**src/rtl/decode_ctrl_pkg.sv**
```systemverilog
`default_nettype none
// ============================================================================
// Module      : ctrl_pkg
// Description : Shared definitions for the decode_ctrl slice: opcodes,
//               register-bank write-control codes, FSM state encodings,
//               program-counter select codes and instruction field positions.
// Revision    : 1.0 - initial release
// ============================================================================
package ctrl_pkg;

    // Instruction field positions
    localparam int OPC_MSB = 31;
    localparam int OPC_LSB = 28;
    localparam int RC_MSB  = 27;
    localparam int RC_LSB  = 24;
    localparam int RA_MSB  = 23;
    localparam int RA_LSB  = 20;
    localparam int RB_MSB  = 19;
    localparam int RB_LSB  = 16;
    localparam int IMM_MSB = 15;
    localparam int IMM_LSB = 0;

    // Opcodes; 6..14 are undefined
    localparam logic [3:0] OP_ALU  = 4'd0;
    localparam logic [3:0] OP_LIL  = 4'd1;
    localparam logic [3:0] OP_LIH  = 4'd2;
    localparam logic [3:0] OP_JAL  = 4'd3;
    localparam logic [3:0] OP_BEQ  = 4'd4;
    localparam logic [3:0] OP_NOP  = 4'd5;
    localparam logic [3:0] OP_HALT = 4'd15;

    // Register-bank write-control codes
    localparam logic [2:0] WR_FULL = 3'b000;
    localparam logic [2:0] WR_LO   = 3'b001;
    localparam logic [2:0] WR_HI   = 3'b010;
    localparam logic [2:0] WR_LINK = 3'b011;
    localparam logic [2:0] WR_NONE = 3'b111;

    // FSM state encodings
    localparam logic [2:0] ST_FETCH  = 3'd0;
    localparam logic [2:0] ST_DECODE = 3'd1;
    localparam logic [2:0] ST_EXEC   = 3'd2;
    localparam logic [2:0] ST_WB     = 3'd3;
    localparam logic [2:0] ST_HALT   = 3'd4;

    // Program-counter update select
    localparam logic [1:0] PC_HOLD   = 2'd0;
    localparam logic [1:0] PC_INC    = 2'd1;
    localparam logic [1:0] PC_JUMP   = 2'd2;
    localparam logic [1:0] PC_BRANCH = 2'd3;

    // Write-control code produced by each opcode during write-back
    function automatic logic [2:0] wr_code(input logic [3:0] op);
        case (op)
            OP_ALU:  wr_code = WR_FULL;
            OP_LIL:  wr_code = WR_LO;
            OP_LIH:  wr_code = WR_HI;
            OP_JAL:  wr_code = WR_LINK;
            default: wr_code = WR_NONE;
        endcase
    endfunction

    function automatic logic is_illegal(input logic [3:0] op);
        is_illegal = (op > OP_NOP) && (op != OP_HALT);
    endfunction

endpackage
`default_nettype wire

```
**src/rtl/decode_ctrl_if.sv**
```systemverilog
`default_nettype none
// ============================================================================
// Module      : decode_ctrl_if
// Description : Bundles the instruction-fetch handshake, the ALU hookup and
//               the register-bank control bus of decode_ctrl.
//               master : the controller (drives fetch request and bank ctrl)
//               slave  : memory / ALU / register bank side
// Revision    : 1.0 - initial release
// ============================================================================
interface decode_ctrl_if;
    logic        instr_req;
    logic [31:0] instr_addr;
    logic        instr_valid;
    logic [31:0] instr_data;
    logic [31:0] alu_result;
    logic        alu_zero;
    logic [3:0]  alu_op;
    logic [3:0]  reg_a;
    logic [3:0]  reg_b;
    logic [3:0]  reg_c;
    logic [2:0]  reg_ctrl;
    logic [31:0] reg_data;
    logic [31:0] reg_pc;
    logic        halted;
    logic        illegal;

    modport master (
        output instr_req, instr_addr, alu_op, reg_a, reg_b, reg_c,
               reg_ctrl, reg_data, reg_pc, halted, illegal,
        input  instr_valid, instr_data, alu_result, alu_zero
    );

    modport slave (
        input  instr_req, instr_addr, alu_op, reg_a, reg_b, reg_c,
               reg_ctrl, reg_data, reg_pc, halted, illegal,
        output instr_valid, instr_data, alu_result, alu_zero
    );
endinterface
`default_nettype wire

```
**src/rtl/decode_ctrl_pc_unit.sv**
```systemverilog
`default_nettype none
// ============================================================================
// Module      : pc_unit
// Description : Program counter register with next-PC selection.
//   clk, rst_n   : clock, asynchronous active-low reset
//   sel_i        : PC_HOLD / PC_INC / PC_JUMP / PC_BRANCH
//   imm16_i      : immediate used for jump and branch targets
//   pc_o         : current program counter
//   pc_plus4_o   : pc + 4 (link value)
// Revision    : 1.0 - initial release
// ============================================================================
module pc_unit
    import ctrl_pkg::*;
#(
    parameter logic [31:0] RESET_PC = 32'h0000_0000
) (
    input  logic        clk,
    input  logic        rst_n,
    input  logic [1:0]  sel_i,
    input  logic [15:0] imm16_i,
    output logic [31:0] pc_o,
    output logic [31:0] pc_plus4_o
);
    logic [31:0] pc_q, pc_d;
    logic [31:0] w_jump_tgt;
    logic [31:0] w_branch_tgt;

    assign pc_plus4_o   = pc_q + 32'd4;
    // JAL is absolute word address; BEQ is a signed word offset from pc+4
    assign w_jump_tgt   = {14'b0, imm16_i, 2'b00};
    assign w_branch_tgt = pc_plus4_o + {{14{imm16_i[15]}}, imm16_i, 2'b00};

    always_comb begin
        pc_d = pc_q;
        case (sel_i)
            PC_INC:    pc_d = pc_plus4_o;
            PC_JUMP:   pc_d = w_jump_tgt;
            PC_BRANCH: pc_d = w_branch_tgt;
            default:   pc_d = pc_q;
        endcase
    end

    always_ff @(posedge clk or negedge rst_n) begin
        if (!rst_n) pc_q <= RESET_PC;
        else        pc_q <= pc_d;
    end

    assign pc_o = pc_q;
endmodule
`default_nettype wire

```
**src/rtl/decode_ctrl.sv**
```systemverilog
`default_nettype none
// ============================================================================
// Module      : decode_ctrl
// Description : Multi-cycle fetch/decode/execute/write-back controller in
//               front of the register bank. Owns the PC, resolves JAL/BEQ.
//   clk    : system clock
//   rst_n  : asynchronous active-low reset
//   bus    : decode_ctrl_if.master (fetch handshake, ALU, bank control)
// Revision    : 1.0 - initial release
// ============================================================================
module decode_ctrl
    import ctrl_pkg::*;
#(
    parameter logic [31:0] RESET_PC = 32'h0000_0000
) (
    input  logic          clk,
    input  logic          rst_n,
    decode_ctrl_if.master bus
);
    logic [2:0]  state_q, state_d;
    logic [31:0] ir_q, ir_d;
    logic        br_q, br_d;
    logic        illegal_q, illegal_d;

    logic [3:0]  w_opcode;
    logic [15:0] w_imm16;
    logic [1:0]  w_pc_sel;
    logic [31:0] w_pc;
    logic [31:0] w_pc_plus4;

    assign w_opcode = ir_q[OPC_MSB:OPC_LSB];
    assign w_imm16  = ir_q[IMM_MSB:IMM_LSB];

    pc_unit #(.RESET_PC(RESET_PC)) u_pc (
        .clk        (clk),
        .rst_n      (rst_n),
        .sel_i      (w_pc_sel),
        .imm16_i    (w_imm16),
        .pc_o       (w_pc),
        .pc_plus4_o (w_pc_plus4)
    );

    always_comb begin
        state_d   = state_q;
        ir_d      = ir_q;
        br_d      = br_q;
        illegal_d = illegal_q;
        w_pc_sel  = PC_HOLD;
        case (state_q)
            ST_FETCH: begin
                if (bus.instr_valid) begin
                    ir_d    = bus.instr_data;
                    state_d = ST_DECODE;
                end
            end
            ST_DECODE: state_d = ST_EXEC;
            ST_EXEC: begin
                br_d = bus.alu_zero;
                // flag raised here so it is already visible during WB
                if (is_illegal(w_opcode)) illegal_d = 1'b1;
                state_d = (w_opcode == OP_HALT) ? ST_HALT : ST_WB;
            end
            ST_WB: begin
                if (w_opcode == OP_JAL)              w_pc_sel = PC_JUMP;
                else if (w_opcode == OP_BEQ && br_q) w_pc_sel = PC_BRANCH;
                else                                 w_pc_sel = PC_INC;
                state_d = ST_FETCH;
            end
            ST_HALT: state_d = ST_HALT;
            default: state_d = ST_FETCH;
        endcase
    end

    always_ff @(posedge clk or negedge rst_n) begin
        if (!rst_n) begin
            state_q   <= ST_FETCH;
            ir_q      <= 32'h0;
            br_q      <= 1'b0;
            illegal_q <= 1'b0;
        end else begin
            state_q   <= state_d;
            ir_q      <= ir_d;
            br_q      <= br_d;
            illegal_q <= illegal_d;
        end
    end

    // Bank control is decoded combinationally from state, so an asynchronous
    // reset forces reg_ctrl to "none" without waiting for a clock edge.
    assign bus.instr_req  = (state_q == ST_FETCH);
    assign bus.instr_addr = w_pc;
    assign bus.alu_op     = ir_q[3:0];
    assign bus.reg_a      = ir_q[RA_MSB:RA_LSB];
    assign bus.reg_b      = ir_q[RB_MSB:RB_LSB];
    assign bus.reg_c      = ir_q[RC_MSB:RC_LSB];
    assign bus.reg_ctrl   = (state_q == ST_WB) ? wr_code(w_opcode) : WR_NONE;
    assign bus.reg_pc     = w_pc_plus4;
    assign bus.halted     = (state_q == ST_HALT);
    assign bus.illegal    = illegal_q;

    always_comb begin
        bus.reg_data = 32'h0;
        if (state_q == ST_WB) begin
            case (w_opcode)
                OP_ALU:        bus.reg_data = bus.alu_result;
                OP_LIL,OP_LIH: bus.reg_data = {16'h0, w_imm16};
                OP_JAL:        bus.reg_data = w_pc_plus4;
                default:       bus.reg_data = 32'h0;
            endcase
        end
    end
endmodule
`default_nettype wire

```
**src/flat_wrapper.sv**
```systemverilog
// flat-port wrapper written by rule: the top's interface ports become plain ports
module decode_ctrl_flat import ctrl_pkg::*;
#(
    parameter logic [31:0] RESET_PC = 32'h0000_0000
)
  (clk, rst_n, bus_instr_req, bus_instr_addr, bus_alu_op, bus_reg_a, bus_reg_b, bus_reg_c, bus_reg_ctrl, bus_reg_data, bus_reg_pc, bus_halted, bus_illegal, bus_instr_valid, bus_instr_data, bus_alu_result, bus_alu_zero);
  decode_ctrl_if bus_i ();
  input  logic clk;
  input  logic rst_n;
  output wire logic [$bits(bus_i.instr_req)-1:0] bus_instr_req;
  output wire logic [$bits(bus_i.instr_addr)-1:0] bus_instr_addr;
  output wire logic [$bits(bus_i.alu_op)-1:0] bus_alu_op;
  output wire logic [$bits(bus_i.reg_a)-1:0] bus_reg_a;
  output wire logic [$bits(bus_i.reg_b)-1:0] bus_reg_b;
  output wire logic [$bits(bus_i.reg_c)-1:0] bus_reg_c;
  output wire logic [$bits(bus_i.reg_ctrl)-1:0] bus_reg_ctrl;
  output wire logic [$bits(bus_i.reg_data)-1:0] bus_reg_data;
  output wire logic [$bits(bus_i.reg_pc)-1:0] bus_reg_pc;
  output wire logic [$bits(bus_i.halted)-1:0] bus_halted;
  output wire logic [$bits(bus_i.illegal)-1:0] bus_illegal;
  input wire logic [$bits(bus_i.instr_valid)-1:0] bus_instr_valid;
  input wire logic [$bits(bus_i.instr_data)-1:0] bus_instr_data;
  input wire logic [$bits(bus_i.alu_result)-1:0] bus_alu_result;
  input wire logic [$bits(bus_i.alu_zero)-1:0] bus_alu_zero;
  assign bus_instr_req = bus_i.instr_req;
  assign bus_instr_addr = bus_i.instr_addr;
  assign bus_alu_op = bus_i.alu_op;
  assign bus_reg_a = bus_i.reg_a;
  assign bus_reg_b = bus_i.reg_b;
  assign bus_reg_c = bus_i.reg_c;
  assign bus_reg_ctrl = bus_i.reg_ctrl;
  assign bus_reg_data = bus_i.reg_data;
  assign bus_reg_pc = bus_i.reg_pc;
  assign bus_halted = bus_i.halted;
  assign bus_illegal = bus_i.illegal;
  assign bus_i.instr_valid = bus_instr_valid;
  assign bus_i.instr_data = bus_instr_data;
  assign bus_i.alu_result = bus_alu_result;
  assign bus_i.alu_zero = bus_alu_zero;
  decode_ctrl #(.RESET_PC(RESET_PC)) u_core (.clk(clk), .rst_n(rst_n), .bus(bus_i));
endmodule
```
**config.mk**
```make
export PLATFORM = sky130hd
export DESIGN_NAME = decode_ctrl_flat
export DESIGN_NICKNAME = d
export VERILOG_FILES = /design/src/rtl/decode_ctrl_pkg.sv /design/src/rtl/decode_ctrl_if.sv /design/src/rtl/decode_ctrl_pc_unit.sv /design/src/rtl/decode_ctrl.sv /design/src/flat_wrapper.sv
export SDC_FILE = /design/constraint.sdc
export NUM_CORES = 1
export LEC_CHECK = 0
export CORE_MARGIN = 2
export CORE_UTILIZATION = 49
export CTS_BUF_LIST = sky130_fd_sc_hd__clkbuf_8
export DETAILED_ROUTE_END_ITERATION = 8
export PLACE_DENSITY = 0.81
export SYNTH_ARGS = -nofsm -noshare
export SYNTH_HDL_FRONTEND = slang
export SYNTH_SLANG_ARGS = --single-unit
```
**constraint.sdc**
```tcl
create_clock -name clk -period 5.2 [get_ports clk]
set_input_delay 1.3 -clock clk [delete_from_list [all_inputs] [get_ports clk]]
set_output_delay 1.3 -clock clk [all_outputs]
set_load 0.03 [all_outputs]
```
== Word level (Yosys, flattened, before mapping) ==
Cells that the tools add are included.
Operators by class
  add/sub/neg operators: 2
  multipliers: 0
  div/mod/pow operators: 0
  order comparisons: 1
  equality and inequality tests: 14
  shifts and indexed selects: 0
  muxes and demuxes: 11
  bitwise logic cells: 0
  reduce and logical (&&, ||, !) cells: 8
Operators by type and width (number)
  one-hot mux 32 bit (3 select lines): 2
  adder 32 x 3 -> 32 bit (second input constant): 1
  adder 32 bit: 1
  two-way mux 32 bit: 1
  one-hot mux 3 bit (4 select lines): 2
  two-way mux 3 bit: 3
  == test 4 x 2 -> 1 bit (second input constant): 2
  == test 3 x 2 -> 1 bit (second input constant): 2
  two-way mux 2 bit: 3
  == test 2 bit (second input constant): 2
  == test 4 x 1 -> 1 bit (second input constant): 1
  == test 4 x 3 -> 1 bit (second input constant): 1
  == test 4 bit (second input constant): 1
  greater-than comparator 4 x 3 -> 1 bit (second input constant): 1
  logical NOT 4 bit: 1
  != test 4 bit (second input constant): 1
  AND reduction 2 bit: 2
  == test 3 x 1 -> 1 bit (second input constant): 1
  == test 3 bit (second input constant): 1
  logical NOT 3 bit: 1
  nonzero test 3 bit: 1
  == test 2 x 1 -> 1 bit (second input constant): 1
  logical AND 1 bit: 2
  != test 2 x 1 -> 1 bit (second input constant): 1
  OR reduction 2 bit: 1
Storage, ports and cells
  register bits after elaboration: 69
  latch bits: 0
  bits in writable memories: 0
  ROM bits: 0
  input port bits: 68
  output and inout port bits: 118
  word-level logic and storage cells: 41
  memories: 0

== Longest topological paths before layout ==
Gate-level depths: netlist of the first run.
  depth after elaboration: 7
  gate-level depth with buffers: 16

== Modules after synthesis ==
From an unflattened synthesis of the first run, not the netlist that was laid out.
Unflattened totals
  cell total of the unflattened synthesis: 700
  area, all modules: 6194.7 um2
By module, submodules not included
  pc_unit: times used 1, cells an instance 486, area an instance 3768.6 um2
  decode_ctrl: times used 1, cells an instance 214, area an instance 2426.1 um2

== Least setup slack after synthesis of the first run ==
OpenSTA, ideal clock, no wires.
  path kind: reg-to-reg
  start: reg u_core.u_pc.pc_q[11] (netlist: u_core.u_pc.pc_o[11])
  end: reg u_core.u_pc.pc_q[31] (netlist: u_core.u_pc.pc_o[31])
  setup time: 0.126 ns
  arrival: 4.387 ns
  data required time: 5.074 ns
  path slack: 0.687 ns
  stages on the path, launching flop included: 16
  period minus slack after synthesis: 4.513 ns
  cell sequence: dfrtp_1 clkbuf_2 nand4_1 or4_4 nor3_2 nand3_1 xnor2_1 ha_1 a21o_1 a31oi_1 o21ai_0 a21o_1 or3_1 nand4_1 a21oi_1 a311o_1
On the way
  cells in the longest elaborated chain, start to end: 3
Ends and longest elaborated chain
  start, declared: RTL line decode_ctrl_pc_unit.sv:24  | logic [31:0] pc_q, pc_d;
  start signal, assigned: RTL line decode_ctrl_pc_unit.sv:45  | else pc_q <= pc_d;
  adder 32 x 3 -> 32 bit: RTL line decode_ctrl_pc_unit.sv:28  | assign pc_plus4_o = pc_q + 32'd4;
  named net bus_reg_pc[26]: RTL line flat_wrapper.sv:18  | output wire logic [$bits(bus_i.reg_pc)-1:0] bus_reg_pc;
  adder 32 bit: RTL line decode_ctrl_pc_unit.sv:31  | assign w_branch_tgt = pc_plus4_o + {{14{imm16_i[15]}}, imm16_i, 2'b00};
  one-hot mux 32 bit (3 select lines): RTL line decode_ctrl_pc_unit.sv:35  | case (sel_i)
The timed path passes the listed nets, and every way through them passes these cells.
A chain may end at the register's enable or synchronous reset.

== Worst setup path after layout of the first run ==
  start: reg u_core.u_pc.pc_q[7] (netlist: u_core.u_pc.pc_o[7])
  end: out bus_reg_data[29]
On the way
  cells in the longest elaborated chain, start to end: 3
Ends and longest elaborated chain
  adder 32 x 3 -> 32 bit: RTL line decode_ctrl_pc_unit.sv:28
  one-hot mux 32 bit (3 select lines): RTL line decode_ctrl.sv:104  | case (w_opcode)
  two-way mux 32 bit: RTL line decode_ctrl.sv:103  | if (state_q == ST_WB) begin
  end, declared: RTL line flat_wrapper.sv:17  | output wire logic [$bits(bus_i.reg_data)-1:0] bus_reg_data;
Every way passes these cells.

==> results of run 1 <==
==> logic make-up after synthesis <==
logic type / count (synthesis) / share of synthesized area
AND/OR/NAND/NOR: 239 / 0.194
AO/OA/AOI/OAI: 206 / 0.237
buffers and inverters: 71 / 0.0586
flip-flops: 67 / 0.285
XOR/XNOR: 52 / 0.0775
adder cells (fa/ha/maj): 37 / 0.0801
multiplexers: 35 / 0.0662
other: 1 / 0.000638
==> registers in the layout (all words and copies together), names as in the netlist <==
| register | flops |
|---|---|
| u_core.state_q | 3 |
| u_core.bus.illegal | 1 |
| u_core.u_pc.pc_o | 30 |
| u_core.ir_q | 32 |
| u_core.br_q | 1 |
==> through the flow <==
stage,worst slack (ns),total power (W)
floorplan,0.687,0.00385
global placement,0.765,0.00499
detailed placement,0.636,0.00505
CTS,0.226,0.00559
global route,0.0324,0.00600
finish,0.282,0.00564
==> metal layers <==
metal	up-vias	global-route usage	wire length, µm
met1	2982	0.397	8470
met2	292	0.534	9680
met5	-	0	0
met3	48	0.0648	1530
li1	2890	-	-
met4	0	0.124	614
==> placed cells by master (no fill, tap or decap), types with 5 or more instances in the layout <==
cell,count
nand3_1,17
nand2_1,64
nand2b_1,7
nor3_1,14
o211ai_1,5
dfrtp_1,67
ha_1,36
a21oi_1,42
a21o_1,16
a221oi_1,13
clkbuf_8,10
or2_2,6
nand4_1,9
a222oi_1,10
o21ai_0,39
buf_4,11
nor2_1,83
nor2b_1,9
a31oi_1,10
inv_1,15
xnor2_1,31
xor2_1,20
clkdlybuf4s50_1,180
a22oi_1,26
o21bai_1,5
mux2_2,31
a211oi_1,14
o21a_1,6
==> synthesized netlist by cell type, types with 4 or more instances <==
cell,instances,area [µm²]
o21bai_1,5,37.5
a222oi_1,10,100
o211ai_1,5,37.5
clkbuf_1,32,120
nand2_1,64,240
o21ai_0,39,195
mux2_2,31,349
nor2b_1,9,56.3
xnor2_1,32,280
a221oi_1,13,114
nand2b_1,7,43.8
dfrtp_1,67,1680
a211oi_1,14,105
a21oi_1,42,210
nor3_1,14,70.1
and4_1,4,35.0
inv_1,14,52.6
a21o_1,16,120
xor2_1,20,175
a22oi_1,26,195
or2_2,6,37.5
o21a_1,6,45.0
nand3_1,17,85.1
nor2_1,83,312
mux2i_1,4,40.0
nand4_1,9,56.3
buf_4,20,150
ha_1,36,450
and2_1,4,25.0
a31oi_1,10,62.6
and3_1,4,25.0
==> where the power goes <==
group	internal (W)	switching, W
registers	0.000754	0.000366
clock network	0.000284	0.000227
logic	0.00163	0.00238
total	0.00267	0.00297
==> worst paths after layout <==
| kind | endpoint | cells past startpoint |
|---|---|---|
| worst max-delay path | bus_reg_data[29] | 9 |
| worst min-delay path | u_core.bus.illegal | 2 |
| worst max register to register | u_core.u_pc.pc_o[31] | 14 |
| worst min register to register | u_core.bus.illegal | 2 |
| max in group asynchronous | u_core.state_q[0] | 2 |
| min in group asynchronous | u_core.ir_q[16] | 1 |
==> worst max-delay path, stage by stage (launching register included) <==
cell and delay [ns]:
dfrtp_1 0.49, nand4_2 0.18, or4_4 0.62, nor4_4 0.45
nand2_2 0.16, nor2_2 0.12, xor2_1 0.30, a22oi_1 0.12
nor2_1 0.13, clkdlybuf4s50_1 0.69
==> layout make-up <==
cell class | count | area [µm²] | share of cell area
multi-input combinational | 573 | 3890 | 0.491
timing repair buffer | 192 | 1890 | 0.239
sequential | 67 | 1680 | 0.212
tap | 143 | 179 | 0.0226
clock buffer | 10 | 138 | 0.0174
clock inverter | 6 | 88.8 | 0.0112
inverter | 14 | 52.6 | 0.00664
==> out/results.tsv, run 1 <==
stage	metric	value	unit
setup_path	Critical Path AT	3.62	ns
layout	area delta synth->final	34.7	%
clock_network	clk buf depth	2	
layout	ratio of cells with drive above 1 in the final layout	0.0882	
clock_network	H-tree levels	3	
floorplanning	core area	11600	µm²
sta	minimum clock period	4.92	ns
placed_design	placed cell count	989	
sta	Peak Freq	0.203	GHz
drt	antenna-violating nets left	0	
sta	worst-margin pin slew	1.18	ns
clock_network	CTS root buf	clkbuf_8	
clock_network	CTS sink cnt	67	
power_and_ir_drop	PwrDens	713	nW/µm²
clock_network	CTS resizes	0	
drt	total wire length	20300	µm
status	status	completed	
synthesis	post-synth cell types	63	
drt	Residual DRC	0	
global_routing	largest net degree at the start of global routing	42	
hold_path	Hold Startpoint	u_core.bus.illegal	
drt	wire per inst	20.2	µm
floorplanning	Die Area	12900	µm²
power_and_ir_drop	worst vdd ir	331	µV
sta	setup TNS	0	ns
layout	layout net count	962	
synthesis	number of flops mapped to enable cells by yosys	0	
setup_path	Critical Path Fanout Max	7	
sta	Pins Over Slew Limit	0	
floorplanning	Die Ht	113	µm
hold_path	Hold Crit Class	register to register	
layout	non-filler cells, final	1005	
global_routing	gr ovfl total	0	
setup_path	crit path capture type	primary output	
synthesis	commonest register cell after synthesis	dfrtp_1	
global_routing	gr usage total	0.315	
synthesis	mapped cell area	5870	µm²
setup_path	critical path class	register to primary output	
setup_path	CP startpoint	u_core.u_pc.pc_o[7]	
sta	Clock Skew	0.0117	ns
clock_network	hold_buf cts	0	
placed_design	Port Buffer Count	181	
drt	First-pass DRT Iterations	7	
synthesis	Synth Register Bits	67	
drt	vias per inst	6.18	
sta	Hold Fails Final Rpt	0	
power_and_ir_drop	Leak	3.18	nW
sta	RSZ-0062 raised after global routing	false	
floorplanning	# IOs	186	
clock_network	CTS tree	built	
floorplanning	Std-Cell Rows	39	
layout	final antenna diode count	0	
global_routing	vias in the first global route	6191	
synthesis	Syn Area/Cell	8.30	µm²
global_routing	antenna violations before repair	0	
clock_network	Num CTS Buffers	9	
setup_path	CP required	3.90	ns
flow_run	max cap viols	0	
sta	Slew HR	0.214	
clock_network	Worst-path clk slew	0.08	ns
synthesis	Synth Instances	708	
synthesis	Seq/Total Area, Yosys	0.285	
setup_path	startpoint types	register	
clock_network	Clock Latency Late Sink	0.37	ns
synthesis	yosys warns	0	
sta	fin crit share	0.946	
placed_design	detailed placer's ending HPWL	15000	µm
drt	DR iter-0 viols	450	
layout	Final Core Density	0.684	
placed_design	Post-DP Area	7680	µm²
drt	vias	6212	
placed_design	routability cong.	0.975	
synthesis	Async SR Flop Fraction	1.00	
sta	smallest hold slack	0.477	ns
clock_network	Setup Buffers After CTS	0	
floorplanning	initial core utilization	0.508	
layout	cell area after layout	7910	µm²
sta	Final setup viols	0	
setup_path	R2R setup slack	0.75	ns
floorplanning	die span in x	113	µm
global_routing	first-pass GRT wire length	32100	µm
layout	filler cell count	948	
setup_path	worst r2r src	u_core.u_pc.pc_o[4]	
Power figures use the tool's default switching activity.
==> run 2: changes to the inputs <==
--- a/config.mk
+++ b/config.mk
@@ -5,8 +5,9 @@
 export SDC_FILE = /design/constraint.sdc
 export NUM_CORES = 1
 export LEC_CHECK = 0
-export CORE_MARGIN = 2
-export CORE_UTILIZATION = 49
+export ABC_AREA = 1
+export CORE_MARGIN = 4
+export CORE_UTILIZATION = 51
 export CTS_BUF_LIST = sky130_fd_sc_hd__clkbuf_8
 export DETAILED_ROUTE_END_ITERATION = 8
 export PLACE_DENSITY = 0.81
==> run 2 against run 1 <==
  * Worst hold slack gained 0.033 ns
  * Clock skew rose by 0.0015 ns
  * Maximum frequency grew 11%
  * Largest cell class unchanged
==> out/results.tsv, run 2 <==
stage	metric	value	unit	change
drt	wire per inst	16.9	µm	was 20.2 µm
sta	minimum clock period	4.43	ns	was 4.92 ns
drt	vias per inst	5.42		was 6.18
sta	Pins Over Slew Limit	0		unchanged
synthesis	Post-synth top cells	nand2_1, inv_1, nor2_1		was nor2_1, dfrtp_1, nand2_1
global_routing	first-pass GRT wire length	36700	µm	was 32,100 µm
synthesis	Simple-Gate Fraction of Synth Area	0.376		was 0.194
clock_network	Clock Latency Late Sink	0.37	ns	about the same
setup_path	slowest stage cell on the critical path	nor2_2		was clkdlybuf4s50_1
drt	vias	7680		was 6,212
global_routing	largest net degree at the start of global routing	47		was 42
synthesis	commonest register cell after synthesis	dfrtp_1		unchanged
synthesis	Yosys top cell area share	0.245		was 0.285
setup_path	RR Endpoint	u_core.u_pc.pc_o[23]		was u_core.u_pc.pc_o[31]
drt	DR iter-0 viols	612		was 450
layout	ratio of cells with drive above 1 in the final layout	0.0765		was 0.0882
setup_path	R2R setup slack	1.77	ns	was 0.75 ns
drt	Residual DRC	0		unchanged
clock_network	H-tree levels	3		unchanged
layout	max FFs per register	32		unchanged
clock_network	Worst-path clk slew	0.08	ns	about the same
synthesis	Syn Area/Cell	6.34	µm²	was 8.30 µm²
power_and_ir_drop	switching share of power	0.568		was 0.527
clock_network	Num CTS Buffers	9		unchanged
synthesis	number of flops mapped to enable cells by yosys	0		unchanged
power_and_ir_drop	Logic pwr share	0.741		was 0.711
floorplanning	die span in x	124	µm	was 113 µm
synthesis	post-synth top area cell	dfrtp_1		unchanged
global_routing	antenna violations before repair	0		unchanged
layout	most frequent cells in the layout	nand2_1, clkdlybuf4s50_1, inv_1		was clkdlybuf4s50_1, nor2_1, dfrtp_1
synthesis	Synth Register Bits	67		unchanged
sta	worst-margin pin slew	1.06	ns	was 1.18 ns
clock_network	Setup Buffers After CTS	0		unchanged
sta	smallest hold slack	0.510	ns	was 0.477 ns
layout	most common cell after layout, fill and taps aside	nand2_1		was clkdlybuf4s50_1
layout	final antenna diode count	0		unchanged
floorplanning	initial core utilization	0.519		was 0.508
sta	Clock Skew	0.0132	ns	was 0.0117 ns
drt	First-pass DRT Iterations	6		was 7
sta	Slew HR	0.292		was 0.214
power_and_ir_drop	worst vdd ir	435	µV	was 331 µV
floorplanning	# IOs	186		unchanged
clock_network	CTS sink cnt	67		unchanged
drt	antenna-violating nets left	0		unchanged
floorplanning	core area	13200	µm²	was 11,600 µm²
setup_path	worst r2r src	u_core.u_pc.pc_o[2]		was u_core.u_pc.pc_o[4]
global_routing	vias in the first global route	7116		was 6,191
clock_network	CTS root buf	clkbuf_8		unchanged
sta	Peak Freq	0.226	GHz	was 0.203 GHz
synthesis	Async SR Flop Fraction	1.00		unchanged
synthesis	Seq/Total Area, Yosys	0.245		was 0.285
synthesis	mux share of post-synthesis cell area	0.0362		was 0.0662
setup_path	Critical Path Fanout Max	19		was 7
flow_run	max cap viols	0		unchanged
placed_design	routability cong.	1.02		was 0.975
placed_design	dpl ws	1.12	ns	was 0.636 ns
clock_network	CTS resizes	0		unchanged
setup_path	critical path class	register to primary output		unchanged
sta	RSZ-0062 raised after global routing	false		unchanged
placed_design	detailed placer's ending HPWL	18900	µm	was 15,000 µm
setup_path	startpoint types	register		unchanged
sta	Hold Fails Final Rpt	0		unchanged
power_and_ir_drop	Pint	0.00258	W	was 0.00267 W
floorplanning	Die Ht	124	µm	was 113 µm
synthesis	mapped cell area	6840	µm²	was 5870 µm²
synthesis	Adder-Cell Fraction of Synth Area	0.0687		was 0.0801
setup_path	CP peak stage delay	0.82	ns	was 0.69 ns
sta	setup TNS	0	ns	unchanged
synthesis	XOR/XNOR Fraction of Synth Area	0.0249		was 0.0775
synthesis	Synth Instances	1080		was 708
power_and_ir_drop	PwrDens	673	nW/µm²	was 713 nW/µm²
floorplanning	Die Area	15300	µm²	was 12,900 µm²
sta	fin crit share	0.852		was 0.946
drt	total wire length	24000	µm	was 20,300 µm
power_and_ir_drop	Leak	4.22	nW	was 3.18 nW
power_and_ir_drop	clock network fraction of total power	0.076		was 0.091
layout	Largest Register	u_core.ir_q		unchanged
layout	layout net count	1342		was 962
sta	Final setup viols	0		unchanged
setup_path	CP cell instances	nor2_1 > inv_1 > nor2_2 > buf_4 > nand2_1 > a21oi_1 > clkdlybuf4s50_1		was nand4_2 > or4_4 > nor4_4 > nand2_2 > nor2_2 > xor2_1 > a22oi_1 > nor2_1 > clkdlybuf4s50_1
setup_path	CP required	3.90	ns	about the same
synthesis	largest family of logic cells by synthesized area	simple AND/OR/NAND/NOR gates		was compound AO/OA/AOI/OAI gates
synthesis	post-synth cell types	47		was 63
synthesis	Compound-Gate Fraction of Synth Area	0.126		was 0.237
setup_path	CP startpoint	u_core.ir_q[31]		was u_core.u_pc.pc_o[7]
status	status	completed		unchanged
hold_path	Hold Crit Class	register to register		unchanged
power_and_ir_drop	sequential power share	0.183		was 0.199
synthesis	synth top area cells	dfrtp_1, nand2_1, inv_1		was dfrtp_1, ha_1, mux2_2
setup_path	Critical Path AT	3.13	ns	was 3.62 ns
global_routing	gr usage total	0.313		was 0.315
synthesis	top-count cell post-synth	nand2_1		was nor2_1
power_and_ir_drop	switching pwr	0.00339	W	was 0.00297 W
setup_path	crit path capture type	primary output		unchanged
clock_network	clk buf depth	2		unchanged
setup_path	worst-case reg-to-reg path depth	19		was 14
setup_path	Worst setup endpoint	bus_reg_data[22]		was bus_reg_data[29]
global_routing	gr ovfl total	0		unchanged
clock_network	hold_buf cts	0		unchanged
floorplanning	Std-Cell Rows	42		was 39
clock_network	CTS tree	built		unchanged
sta	Final WS setup	0.771	ns	was 0.282 ns
placed_design	Port Buffer Count	181		unchanged
layout	area delta synth->final	29.5	%	was 34.7%
synthesis	yosys warns	0		unchanged
run 2: changes by cell type after synthesis, sizes merged, moves of 12 or more:
cell,change
clkbuf,-19
xnor2,-28
inv,+138
a21oi,+47
a211oi,-14
nand3,+54
o21ai,-17
a21o,-12
nor2,+42
nand2,+276
a221oi,-12
run 2: stage by stage:
stage          instances  cell area, µm²  utilization  total power, W
6_report            1418            8860        0.672         0.00597
5_1_grt             1418            8860        0.672         0.00646
4_1_cts             1418            8860        0.672         0.00592
3_5_place_dp        1402            8660        0.657         0.00544
3_3_place_gp        1402            8660        0.657         0.00538
2_1_floorplan       1083            6860            -         0.00412
run 2: final cells by class:
cell class	count	area [µm²]
clock buffer	9	124
tap	176	220
inverter	152	573
clock inverter	7	76.3
timing repair buffer	187	1850
sequential	67	1680
fill	1205	4330
multi-input combinational	820	4340
run 2: routing by layer:
metal,global-route usage,wire [µm],vias to the layer above
li1,-,-,3740
met1,0.387,9580,3442
met2,0.511,10800,409
met3,0.0577,2130,89
met4,0.180,1440,0
met5,0,0,-
run 2: worst min path at each step:
stage                       startpoint            endpoint  slack, ns  cells after the start
floorplan              u_core.ir_q[23]     u_core.ir_q[23]       0.48                      1
global placement    u_core.bus.illegal  u_core.bus.illegal       0.47                      1
detailed placement     u_core.ir_q[24]     u_core.ir_q[24]       0.49                      1
CTS                    u_core.ir_q[24]     u_core.ir_q[24]       0.51                      1
global route           u_core.ir_q[21]     u_core.ir_q[21]       0.53                      1
finish                 u_core.ir_q[24]     u_core.ir_q[24]       0.51                      1
run 2: power groups by stage:
| stage | sequential [W] | clock, W | combinational (W) |
|---|---|---|---|
| after floorplan | 0.00114 | 0 | 0.00298 |
| after global placement | 0.00108 | 0 | 0.00430 |
| after detailed placement | 0.00109 | 0 | 0.00435 |
| after CTS | 0.00108 | 0.000460 | 0.00438 |
| after global routing | 0.00112 | 0.000479 | 0.00486 |
| final | 0.00109 | 0.000455 | 0.00442 |
run 2: critical path: cells and delay by family (launching register included):
kind | cells | cell delay, ns
AOI/OAI and AO/OA | 1 | 0.15
buffers and inverters | 3 | 1.17
DFF | 1 | 0.40
and+or+nand+nor | 3 | 1.04
run 2: cells by family after synthesis:
logic type	after synthesis
adder cells (fa/ha/maj)	37
flip-flops	67
XOR/XNOR	16
AO/OA/AOI/OAI	151
buffers and inverters	196
other	1
multiplexers	22
AND/OR/NAND/NOR	590
